### src/rtl/noc_flit_injector_80.sv
// Packet-to-flit transmitter for one 80-bit NoC switch input port.
// A single output register holds each flit and re-presents it while the switch refuses it.
`ifndef FTYPEWD
`define FTYPEWD 2
`endif

module noc_flit_injector_80 #(
  parameter int FLIT_W  = 80,
  parameter int FTYPE_W = `FTYPEWD,
  parameter int ROUTE_W = 24,
  parameter int INFO_W  = FLIT_W - FTYPE_W - ROUTE_W
) (
  input  logic                      clk,
  input  logic                      rst,
  input  logic                      hdr_valid,
  output logic                      hdr_ready,
  input  logic                      hdr_single,
  input  logic [ROUTE_W-1:0]        hdr_route,
  input  logic [INFO_W-1:0]         hdr_info,
  input  logic                      dat_valid,
  output logic                      dat_ready,
  input  logic [FLIT_W-FTYPE_W-1:0] dat_word,
  input  logic                      dat_last,
  output logic [FLIT_W-1:0]         FLIT_out,
  output logic                      VALID_out,
  input  logic                      nack_in,
  output logic [15:0]               pkt_count,
  output logic [15:0]               stall_count
);

  localparam logic [FTYPE_W-1:0] ENC_PAYL = FTYPE_W'(0);
  localparam logic [FTYPE_W-1:0] ENC_HEAD = FTYPE_W'(1);
  localparam logic [FTYPE_W-1:0] ENC_TAIL = FTYPE_W'(2);
  localparam logic [FTYPE_W-1:0] ENC_SING = FTYPE_W'(3);

  typedef enum logic {IDLE, BODY} state_t;

  state_t              state_q;
  state_t              state_d;
  logic [FLIT_W-1:0]   flit_p1;
  logic                vld_p1;
  logic [FLIT_W-1:0]   flit_p0;
  logic                vld_p0;
  logic                load_ok;
  logic                hdr_hs;
  logic                dat_hs;
  logic                flit_moves;
  logic                flit_stalls;
  logic [15:0]         pkt_q;
  logic [15:0]         stall_q;

  function automatic logic [15:0] sat_inc16(input logic [15:0] v);
    return (v == 16'hFFFF) ? v : v + 16'd1;
  endfunction

  function automatic logic ends_packet(input logic [FTYPE_W-1:0] t);
    return (t == ENC_TAIL) || (t == ENC_SING);
  endfunction

  // The output register may take a new flit when it is empty or its flit leaves this cycle.
  assign load_ok     = ~vld_p1 | ~nack_in;
  assign hdr_hs      = hdr_valid & hdr_ready;
  assign dat_hs      = dat_valid & dat_ready;
  assign flit_moves  = vld_p1 & ~nack_in;
  assign flit_stalls = vld_p1 & nack_in;

  always_ff @(posedge clk) begin
    if (rst) state_q <= IDLE;
    else     state_q <= state_d;
  end

  always_comb begin
    state_d = state_q;
    case (state_q)
      IDLE:    if (hdr_hs && !hdr_single) state_d = BODY;
      BODY:    if (dat_hs && dat_last)    state_d = IDLE;
      default: state_d = IDLE;
    endcase
  end

  always_comb begin
    hdr_ready = 1'b0;
    dat_ready = 1'b0;
    if (!rst) begin
      case (state_q)
        IDLE:    hdr_ready = load_ok;
        BODY:    dat_ready = load_ok;
        default: ;
      endcase
    end
  end

  // Stage p0: format the flit offered by whichever handshake fires.
  always_comb begin
    flit_p0 = flit_p1;
    vld_p0  = hdr_hs | dat_hs;
    if (hdr_hs)
      flit_p0 = {hdr_info, hdr_route, hdr_single ? ENC_SING : ENC_HEAD};
    else if (dat_hs)
      flit_p0 = {dat_word, dat_last ? ENC_TAIL : ENC_PAYL};
  end

  // Stage p1: output register, frozen bit-for-bit while the switch refuses it.
  always_ff @(posedge clk) begin
    if (rst) begin
      vld_p1  <= 1'b0;
      flit_p1 <= '0;
    end else if (load_ok) begin
      vld_p1  <= vld_p0;
      flit_p1 <= flit_p0;
    end
  end

  always_ff @(posedge clk) begin
    if (rst) begin
      pkt_q   <= '0;
      stall_q <= '0;
    end else begin
      if (flit_moves && ends_packet(flit_p1[FTYPE_W-1:0])) pkt_q <= pkt_q + 16'd1;
      if (flit_stalls) stall_q <= sat_inc16(stall_q);
    end
  end

  assign FLIT_out    = flit_p1;
  assign VALID_out   = vld_p1;
  assign pkt_count   = pkt_q;
  assign stall_count = stall_q;

endmodule

### config.mk
export PLATFORM = sky130hd
export DESIGN_NAME = noc_flit_injector_80
export DESIGN_NICKNAME = d
export VERILOG_FILES = /design/src/rtl/noc_flit_injector_80.sv
export SDC_FILE = /design/constraint.sdc
export NUM_CORES = 1
export LEC_CHECK = 0
export CORE_MARGIN = 5
export CORE_UTILIZATION = 43
export CTS_CLUSTER_SIZE = 30
export DETAILED_ROUTE_END_ITERATION = 12
export HOLD_SLACK_MARGIN = 0.05
export PLACE_DENSITY_LB_ADDON = 0.05
export SLEW_MARGIN = 20
export SYNTH_ARGS = -nofsm -noshare
export SYNTH_HDL_FRONTEND = slang
export SYNTH_SLANG_ARGS = --single-unit
### constraint.sdc
create_clock -name clk -period 3.67 [get_ports clk]
set_input_delay 0.5505 -clock clk [delete_from_list [all_inputs] [get_ports clk]]
set_output_delay 0.5505 -clock clk [all_outputs]
set_load 0.01 [all_outputs]
==> metrics.md, run 1 <==
| Metric | Value |
|---|---|
| MaxCap Viol Count | 0 |
| Fin Clk Skew | 0.006195 ns |
| Final Cell Area | 0.008568 sq mm |
| Largest net degree at the start of global routing | 114 |
| Fillers | 940 |
| GP Congestion | 0.8267 |
| TritonCTS Buffers | 17 |
| Post-synth EDFFs | 0 |
| Net Sw Power | 0.0007941 W |
| WP data required | 3.12 ns |
| Setup Fix Bufs, Post-CTS | 0 |
| Post-DP HPWL | 13.04 mm |
| Nets | 974 |
| Slew HR | 43.27% |
| CP Launch Type | input port |
| Core footprint | 0.01191 sq mm |
| Post-Syn Area per Cell | 9.394 sq um |
| Via count | 5,160 |
| # diodes | 0 |
| Boundary pin count | 278 |
| Port Buffers | 277 |
| Crit-path max cell delay | 0.64 ns |
| Post-layout min period | 2.739 ns |
| Total Routing Usage GR | 23.98% |
| P_leak | 3.645 nW |
| CTS clk-pin slew, worst paths | 0.05 ns |
| CP endpoint kind | output port |
| Vias/cell | 5.331 |
| Crit path kind | input port to output port |
| CTS resizes | 0 |
| Hold WS | 0.4809 ns |
| Die Wd | 119.7 um |
| Area growth from synthesis to layout | 65.53% |
| Endpoints failing hold | 0 |
| Antenna Nets Post-Route | 0 |
| CTS tree | done |
| Share of layout cells above drive strength 1 | 6.212% |
| Post-synthesis sequential area ratio | 44.09% |
| Die height | 119.7 um |
| # placed instances | 937 |
| Period utilization | 74.64% |
| Synth Register Bits | 114 |
| CTS Root Cell | clkbuf_16 |
| Finish-stage setup viols | 0 |
| Status | finished clean |
| Power, Total | 0.003463 W |
| Cell at the slowest stage of the critical path | clkdlybuf4s50_1 |
| Die area | 0.01433 sq mm |
| Starting Density | 43.46% |
| Total Neg Setup Slack | 0 ns |
| Internal | 0.002669 W |
| Busiest grt layer | met2 |
| First-pass iteration count of the detailed router | 4 |
| Critical path fanouts, max | 8 |
| CTS Hold Bufs | 0 |
| Sequential Power Share | 39.2% |
| Post-synth cell types | 42 |
| Syn Nets | 716 |
| Most frequent cells in the layout | 276 x clkdlybuf4s50_1, 114 x dfxtp_1, 100 x nor2_1 |
| DRC | 0 |
| Placed instance area | 0.008005 sq mm |
| Average wire per standard cell | 18.10 um |
| DRC violation total after the first TritonRoute iteration | 357 |
| Power per cell area | 404.2 mW/mm^2 |
| Clk_lat worst skew | 0.41 ns |
| Finished Layout Cells | 968 |
| Warnings from Yosys | 0 |
| Met2 Use GR | 42.20% |
| Worst slew pin tran | 0.8509 ns |
| Num rows | 40 |
| Clock net sink count | 114 |
| Sw Share | 22.93% |
| Clk buf depth | 2 |
| Most common cell after layout, fill and taps aside | clkdlybuf4s50_1 |
| Crit-path cells | clkdlybuf4s50_1, a211oi_1, clkdlybuf4s50_1 |
| Synthesized cell area | 0.005176 sq mm |
| Unrepaired setup endpoints after global routing | no |
| Peak supply drop | 301.4 uV |
| Antenna violations before repair | 0 |
| Clock Power Share | 44.6% |
| Total routed wirelength | 17.52 mm |
| Vias in the first global route | 5,204 |
| H-tree Lvls | 4 |
| Top_reg_cell synth | dfxtp_1 |
| Met3 Resource Use GR | 10.27% |
| Met1 GRT Util | 24.44% |
| Cells after Synth | 551 |
| Comb pwr share | 16.2% |
| HP Class | input port to flop |
| Slew Limit Fails | 0 |
| Worst EP arrival | 2.19 ns |
| Max Clk Rate | 365.0 MHz |
| Asr flop ratio synth | 0% |
| First-pass GRT wire length | 27.01 mm |
| Crit-path most repeated cell | clkdlybuf4s50_1 |
| GRT overflow | 0 |
==> metrics by stage <==
stage / utilization, % / setup WS [ns]
CTS: 71.90 / 0.9155
global placement: 67.21 / 0.8670
global route: 71.93 / 0.8440
detailed placement: 67.21 / 0.8193
floorplan: - / 1.696
finish: 71.93 / 0.9305
==> cells in the mapped netlist, types with 5 or more instances <==
cell type / instances / area share (%)
nor2b_1: 8 / 0.97
dfxtp_1: 114 / 44
mux2i_1: 80 / 15
a211oi_1: 83 / 12
clkbuf_1: 21 / 1.5
nor2_1: 100 / 7.3
xor2_1: 6 / 1.0
buf_2: 18 / 1.7
or3_1: 5 / 0.60
nand2_1: 14 / 1.0
a21oi_1: 17 / 1.6
o21ai_0: 5 / 0.48
nand4_1: 11 / 1.3
nand3_1: 8 / 0.77
mux2_2: 8 / 1.7
==> per-layer routing <==
| layer | up-vias | share of wire [%] |
|---|---|---|
| met5 | - | 0 |
| met4 | 0 | 3.3 |
| met3 | 37 | 8.4 |
| met2 | 193 | 52 |
| met1 | 2389 | 36 |
| li1 | 2541 | - |
==> critical path, delay by kind of cell <==
family | cells | cell delay, ns
buffers and inverters | 2 | 1.15
AO/OA/AOI/OAI | 1 | 0.49
==> worst paths after layout <==
check	cells past startpoint	end	startpoint	slack, ns
setup / recovery	3	hdr_ready	nack_in	0.93
hold / removal	2	FLIT_out[21]	rst	0.48
setup reg to reg	5	FLIT_out[74]	VALID_out	1.46
hold reg to reg	2	FLIT_out[0]	FLIT_out[0]	0.48
==> layout make-up <==
class                   count  area [sq um]  share of cell area, %
clock buffers              26         509.2                  5.943
inverters                   4         15.01                 0.1752
clock inverters             5         50.05                 0.5841
flip-flops and latches    114          2282                  26.64
multi-input cells         390          2704                  31.56
repair buffers            282          2824                  32.96
well taps                 147         183.9                  2.147
==> power by group through the flow <==
stage / clock [W] / sequential (W) / combinational, W
finish: 0.00155 / 0.00136 / 0.000560
global route: 0.00165 / 0.00137 / 0.000600
CTS: 0.00157 / 0.00136 / 0.000566
detailed placement: 0 / 0.00138 / 0.000562
global placement: 0 / 0.00138 / 0.000552
floorplan: 0 / 0.00141 / 0.000167
==> state kept, by name, indices dropped and copies added (netlist names) <==
| signal | cells |
|---|---|
| FLIT_out | 80 |
| pkt_count | 16 |
| stall_count | 16 |
| VALID_out | 1 |
| state_q | 1 |
==> cells by family after synthesis <==
group / share of synthesized area, %
AO/OA/AOI/OAI: 15.81
XOR/XNOR: 1.523
adder cells (fa/ha/maj): 0.4834
buffers and inverters: 4.061
flip-flops: 44.09
multiplexers: 17.21
AND/OR/NAND/NOR: 16.82
Power figures use the tool's default switching activity.
==> inputs of run 2 (changes only) <==
Settings changed: CORE_UTILIZATION 43 to 39.
Clock period 3.67 ns to 2.6 ns, I/O delays scaled along.
==> metrics.md, run 2 (synthesis results as in run 1) <==
| Metric | Value |
|---|---|
| Status | finished clean (unchanged) |
| Number of flip-flops in the largest register | 80 (unchanged) |
| DRC | 0 (unchanged) |
| Comb pwr share | 15.9% (was 16.2%) |
| HP Class | input port to flop (unchanged) |
| Net Sw Power | 0.001127 W (was 0.0007941 W) |
| Sw Share | 22.30% (was 22.93%) |
| Die Wd | 125.2 um (was 119.7 um) |
| WP data required | 2.21 ns (was 3.12 ns) |
| CTS resizes | 0 (unchanged) |
| Nets | 983 (was 974) |
| Starting Density | 39.40% (was 43.46%) |
| Sequential Power Share | 37.9% (was 39.2%) |
| Clk_lat worst skew | 0.42 ns (was 0.41 ns) |
| Area growth from synthesis to layout | 69.20% (was 65.53%) |
| Finish-stage setup viols | 0 (unchanged) |
| Total Neg Setup Slack | 0 ns (unchanged) |
| Slew Limit Fails | 0 (unchanged) |
| Post-layout min period | 2.279 ns |
| Peak supply drop | 408.5 uV (was 301.4 uV) |
| Antenna violations before repair | 0 (unchanged) |
| CP endpoint kind | output port (unchanged) |
| Total routed wirelength | 16.97 mm (was 17.52 mm) |
| Critical path fanouts, max | 2 (was 8) |
| P_leak | 3.731 nW (was 3.645 nW) |
| First-pass GRT wire length | 27.08 mm (was 27.01 mm) |
| CTS clk-pin slew, worst paths | 0.05 ns (about the same) |
| Pre-CTS setup slack | 0.2987 ns (was 0.8193 ns) |
| Max Clk Rate | 438.8 MHz |
| Die height | 125.2 um (was 119.7 um) |
| Period utilization | 87.66% |
| First-pass iteration count of the detailed router | 4 (unchanged) |
| CTS Root Cell | clkbuf_16 (unchanged) |
| Power per cell area | 577.0 mW/mm^2 (was 404.2 mW/mm^2) |
| MaxCap Viol Count | 0 (unchanged) |
| CTS Hold Bufs | 0 (unchanged) |
| Clk buf depth | 2 (unchanged) |
| Most common cell after layout, fill and taps aside | clkdlybuf4s50_1 (unchanged) |
| Boundary pin count | 278 (unchanged) |
| Via count | 5,154 (was 5,160) |
| Die area | 0.01568 sq mm (was 0.01433 sq mm) |
| Most frequent cells in the layout | 276 x clkdlybuf4s50_1, 114 x dfxtp_1, 100 x nor2_1 (unchanged) |
| TritonCTS Buffers | 17 (unchanged) |
| Share of layout cells above drive strength 1 | 7.358% (was 6.212%) |
| Clock net sink count | 114 (unchanged) |
| Post-DP HPWL | 12.79 mm (was 13.04 mm) |
| Port Buffers | 277 (unchanged) |
| Internal | 0.003926 W (was 0.002669 W) |
| Setup Fix Bufs, Post-CTS | 0 (unchanged) |
| # diodes | 0 (unchanged) |
| Slew HR | 62.15% (was 43.27%) |
| Core footprint | 0.01314 sq mm (was 0.01191 sq mm) |
| Crit path kind | input port to output port (unchanged) |
| Clock Power Share | 46.3% (was 44.6%) |
| Fin Clk Skew | 0.01946 ns (was 0.006195 ns) |
| Total Routing Usage GR | 21.37% (was 23.98%) |
| Worst slew pin tran | 0.5677 ns (was 0.8509 ns) |
| Vias/cell | 5.128 (was 5.331) |
| GP Congestion | 0.8043 (was 0.8267) |
| Num rows | 42 (was 40) |
| GRT overflow | 0 (unchanged) |
| Final worst setup slack | 0.3208 ns (was 0.9305 ns) |
| CP Launch Type | input port (unchanged) |
| Antenna Nets Post-Route | 0 (unchanged) |
| Worst EP arrival | 1.89 ns (was 2.19 ns) |
| H-tree Lvls | 4 (unchanged) |
| CTS tree | done (unchanged) |
| Endpoints failing hold | 0 (unchanged) |
| DRC violation total after the first TritonRoute iteration | 190 (was 357) |
| Largest net degree at the start of global routing | 52 (was 114) |
| Average wire per standard cell | 16.88 um (was 18.10 um) |
| Unrepaired setup endpoints after global routing | no (unchanged) |
| Vias in the first global route | 5,315 (was 5,204) |
## run 2: changes by cell type in the layout (fill, tap and decap cells not counted), sizes merged
| cell | previous run | this run |
|---|---|---|
| buf | 6 | 15 |
| bufinv | 1 | 2 |
| clkinv | 4 | 2 |
## run 2: power groups by stage
stage	clock (W)	combinational (W)	sequential [W]
2_1_floorplan	0	0.000235	0.00199
3_3_place_gp	0	0.000798	0.00194
3_5_place_dp	0	0.000806	0.00195
4_1_cts	0.00238	0.000812	0.00191
5_1_grt	0.00246	0.000864	0.00192
6_report	0.00234	0.000802	0.00191
## run 2: layer usage
metal / vias to the layer above / global-route usage, % / routed length (um)
li1: 2549 / - / -
met1: 2409 / 22.16 / 6382
met2: 167 / 37.42 / 8649
met3: 29 / 10.06 / 1468
met4: 0 / 8.418 / 466
met5: - / 0 / 0
## run 2: final cells by class
cell class | count | area, sq um
fillers | 1053 | 4379
clock inverters | 4 | 70.07
clock buffers | 26 | 529.3
repair buffers | 291 | 2938
inverters | 4 | 15.01
multi-input cells | 390 | 2704
flip-flops and latches | 114 | 2282
well taps | 176 | 220.2
## run 2: worst max-delay path: stages
cell and delay, ns:
clkdlybuf4s50_1 0.43, a211oi_1 0.44, clkdlybuf4s50_1 0.63
## run 2: through the flow
step | utilization [%] | power [W] | instance area, sq um | instances | hold slack (ns)
floorplan | - | 0.002223 | 5176 | 551 | 0.4944
global placement | 62.10 | 0.002739 | 8159 | 975 | 0.4632
detailed placement | 62.10 | 0.002752 | 8159 | 975 | 0.4747
CTS | 66.67 | 0.005107 | 8758 | 1005 | 0.3276
global route | 66.67 | 0.005251 | 8758 | 1005 | 0.3439
finish | 66.67 | 0.005053 | 8758 | 1005 | 0.3496
## run 2: path summary, 6_finish.rpt
kind,end,cells past startpoint,start,slack [ns]
min reg2reg,stall_count[15],2,stall_count[15],0.50
max,hdr_ready,3,nack_in,0.32
max reg2reg,stall_count[14],4,stall_count[4],0.62
min,pkt_count[8],2,rst,0.35
==> inputs of run 3 (changes only) <==
Settings changed: REMOVE_ABC_BUFFERS set to 1.
==> metrics.md, run 3 (synthesis results as in run 1) <==
| Metric | Value |
|---|---|
| Finished Layout Cells | 1,004 (was 1,005) |
| Starting Density | 39.40% (unchanged) |
| Sw Share | 21.98% (was 22.30%) |
| Hold WS | 0.3436 ns (was 0.3496 ns) |
| CTS resizes | 0 (unchanged) |
| Crit path kind | input port to output port (unchanged) |
| Vias/cell | 5.151 (was 5.128) |
| CTS clk-pin slew, worst paths | 0.05 ns (about the same) |
| Clock Power Share | 49.7% (was 46.3%) |
| Nets | 980 (was 983) |
| WP data required | 2.21 ns (about the same) |
| Most frequent cells in the layout | 276 x clkdlybuf4s50_1, 114 x dfxtp_1, 100 x nor2_1 (unchanged) |
| Slew HR | 51.69% (was 62.15%) |
| CP Launch Type | input port (unchanged) |
| TritonCTS Buffers | 17 (unchanged) |
| Crit-path cells | clkdlybuf4s50_1, a21oi_1, and2_1, clkdlybuf4s50_1 (was clkdlybuf4s50_1, a211oi_1, clkdlybuf4s50_1) |
| Sequential Power Share | 35.4% (was 37.9%) |
| GP Congestion | 0.8077 (was 0.8043) |
| Power per cell area | 613.4 mW/mm^2 (was 577.0 mW/mm^2) |
| First-pass GRT wire length | 27.87 mm (was 27.08 mm) |
| Cell at the slowest stage of the critical path | clkdlybuf4s50_1 (unchanged) |
| Vias in the first global route | 5,357 (was 5,315) |
| GRT overflow | 0 (unchanged) |
| Fin Clk Skew | 0.005465 ns (was 0.01946 ns) |
| First-pass iteration count of the detailed router | 4 (unchanged) |
| Power, Total | 0.005398 W (was 0.005053 W) |
| Largest net degree at the start of global routing | 56 (was 52) |
| Port Buffers | 277 (unchanged) |
| Most common cell after layout, fill and taps aside | clkdlybuf4s50_1 (unchanged) |
| Internal | 0.004211 W (was 0.003926 W) |
| Share of layout cells above drive strength 1 | 7.367% (was 7.358%) |
| H-tree Lvls | 4 (unchanged) |
| Antenna violations before repair | 0 (unchanged) |
| Critical path fanouts, max | 8 (was 2) |
| Fillers | 1,072 (was 1,053) |
| Clk_lat worst skew | 0.42 ns (about the same) |
| DRC | 0 (unchanged) |
| Endpoints failing hold | 0 (unchanged) |
| Crit-path max cell delay | 0.53 ns (was 0.63 ns) |
| Setup Fix Bufs, Post-CTS | 0 (unchanged) |
| Period utilization | 91.59% (was 87.66%) |
| Antenna Nets Post-Route | 0 (unchanged) |
| CTS Root Cell | clkbuf_16 (unchanged) |
| Num rows | 42 (unchanged) |
| Post-layout min period | 2.381 ns (was 2.279 ns) |
| Crit-path most repeated cell | clkdlybuf4s50_1 (unchanged) |
| MaxCap Viol Count | 0 (unchanged) |
| # placed instances | 972 (was 975) |
| Total Routing Usage GR | 22.16% (was 21.37%) |
| Core footprint | 0.01314 sq mm (unchanged) |
| # diodes | 0 (unchanged) |
| CTS tree | done (unchanged) |
| Peak supply drop | 389.7 uV (was 408.5 uV) |
| DRC violation total after the first TritonRoute iteration | 316 (was 190) |
| Status | finished clean (unchanged) |
| CP endpoint kind | output port (unchanged) |
| Net Sw Power | 0.001186 W (was 0.001127 W) |
| Total routed wirelength | 17.61 mm (was 16.97 mm) |
| Boundary pin count | 278 (unchanged) |
| Die area | 0.01568 sq mm (unchanged) |
| Clock net sink count | 114 (unchanged) |
| Final Cell Area | 0.008800 sq mm (was 0.008758 sq mm) |
| Via count | 5,172 (was 5,154) |
| Comb pwr share | 14.9% (was 15.9%) |
| Area growth from synthesis to layout | 70.00% (was 69.20%) |
| Buffers & Inverters on Critical Path | 2 (unchanged) |
| Post-DP HPWL | 12.98 mm (was 12.79 mm) |
| Finish-stage setup viols | 0 (unchanged) |
| Number of flip-flops in the largest register | 80 (unchanged) |
| Worst slew pin tran | 0.7193 ns (was 0.5677 ns) |
| CTS Hold Bufs | 0 (unchanged) |
| Max Clk Rate | 419.9 MHz (was 438.8 MHz) |
| Average wire per standard cell | 17.54 um (was 16.88 um) |
| Die height | 125.2 um (unchanged) |
| Placed instance area | 0.008124 sq mm (was 0.008159 sq mm) |
| Worst EP arrival | 1.99 ns (was 1.89 ns) |
| P_leak | 3.748 nW (was 3.731 nW) |
| Die Wd | 125.2 um (unchanged) |
| Clk buf depth | 2 (unchanged) |
| HP Class | input port to flop (unchanged) |
| Cell family with the largest share of critical-path delay | buffers and inverters (unchanged) |
| Unrepaired setup endpoints after global routing | no (unchanged) |
| Slew Limit Fails | 0 (unchanged) |
run 3: changes by cell type in the layout (fill, tap and decap cells not counted):
cell       previous run  this run
clkbuf_1              2         1
bufinv_16             2         6
buf_12                5         4
buf_4                10         8
clkinv_2              2         5
clkbuf_8              7         3
run 3: path summary, 6_finish.rpt:
kind / to / start / depth (start not counted) / slack [ns]
min: stall_count[15] / rst / 2 / 0.34
min reg2reg: FLIT_out[0] / FLIT_out[0] / 2 / 0.50
max: dat_ready / nack_in / 4 / 0.22
max reg2reg: stall_count[0] / stall_count[0] / 5 / 0.45
run 3: cell type report:
class                   count  area [sq um]  area share [%]
clock buffers              21         470.5           5.346
clock inverters            11         205.2           2.332
inverters                   4         15.01          0.1706
multi-input cells         390          2704           30.73
flip-flops and latches    114          2282           25.93
well taps                 176         220.2           2.502
repair buffers            288          2903           32.99
run 3: power groups by stage:
| stage | clock network, W | registers, W | logic [W] |
|---|---|---|---|
| CTS | 0.00273 | 0.00191 | 0.000811 |
| detailed placement | 0 | 0.00195 | 0.000806 |
| global route | 0.00282 | 0.00192 | 0.000863 |
| global placement | 0 | 0.00194 | 0.000794 |
| floorplan | 0 | 0.00199 | 0.000220 |
| finish | 0.00268 | 0.00191 | 0.000802 |
run 3: stage by stage:
step	utilization (%)	setup TNS [ns]	setup slack, ns
after floorplan	-	-143.84	-1.770
after global placement	61.84	0	0.2311
after detailed placement	61.84	0	0.2329
after CTS	66.98	0	0.2177
after global routing	66.98	0	0.09832
final	66.98	0	0.2185
run 3: routing by layer:
| metal | share of wire [%] | global-route usage (%) | vias to the layer above |
|---|---|---|---|
| li1 | - | - | 2550 |
| met5 | 0 | 0 | - |
| met2 | 49 | 38.03 | 194 |
| met4 | 2.7 | 9.375 | 0 |
| met3 | 9.0 | 10.11 | 36 |
| met1 | 39 | 23.58 | 2392 |
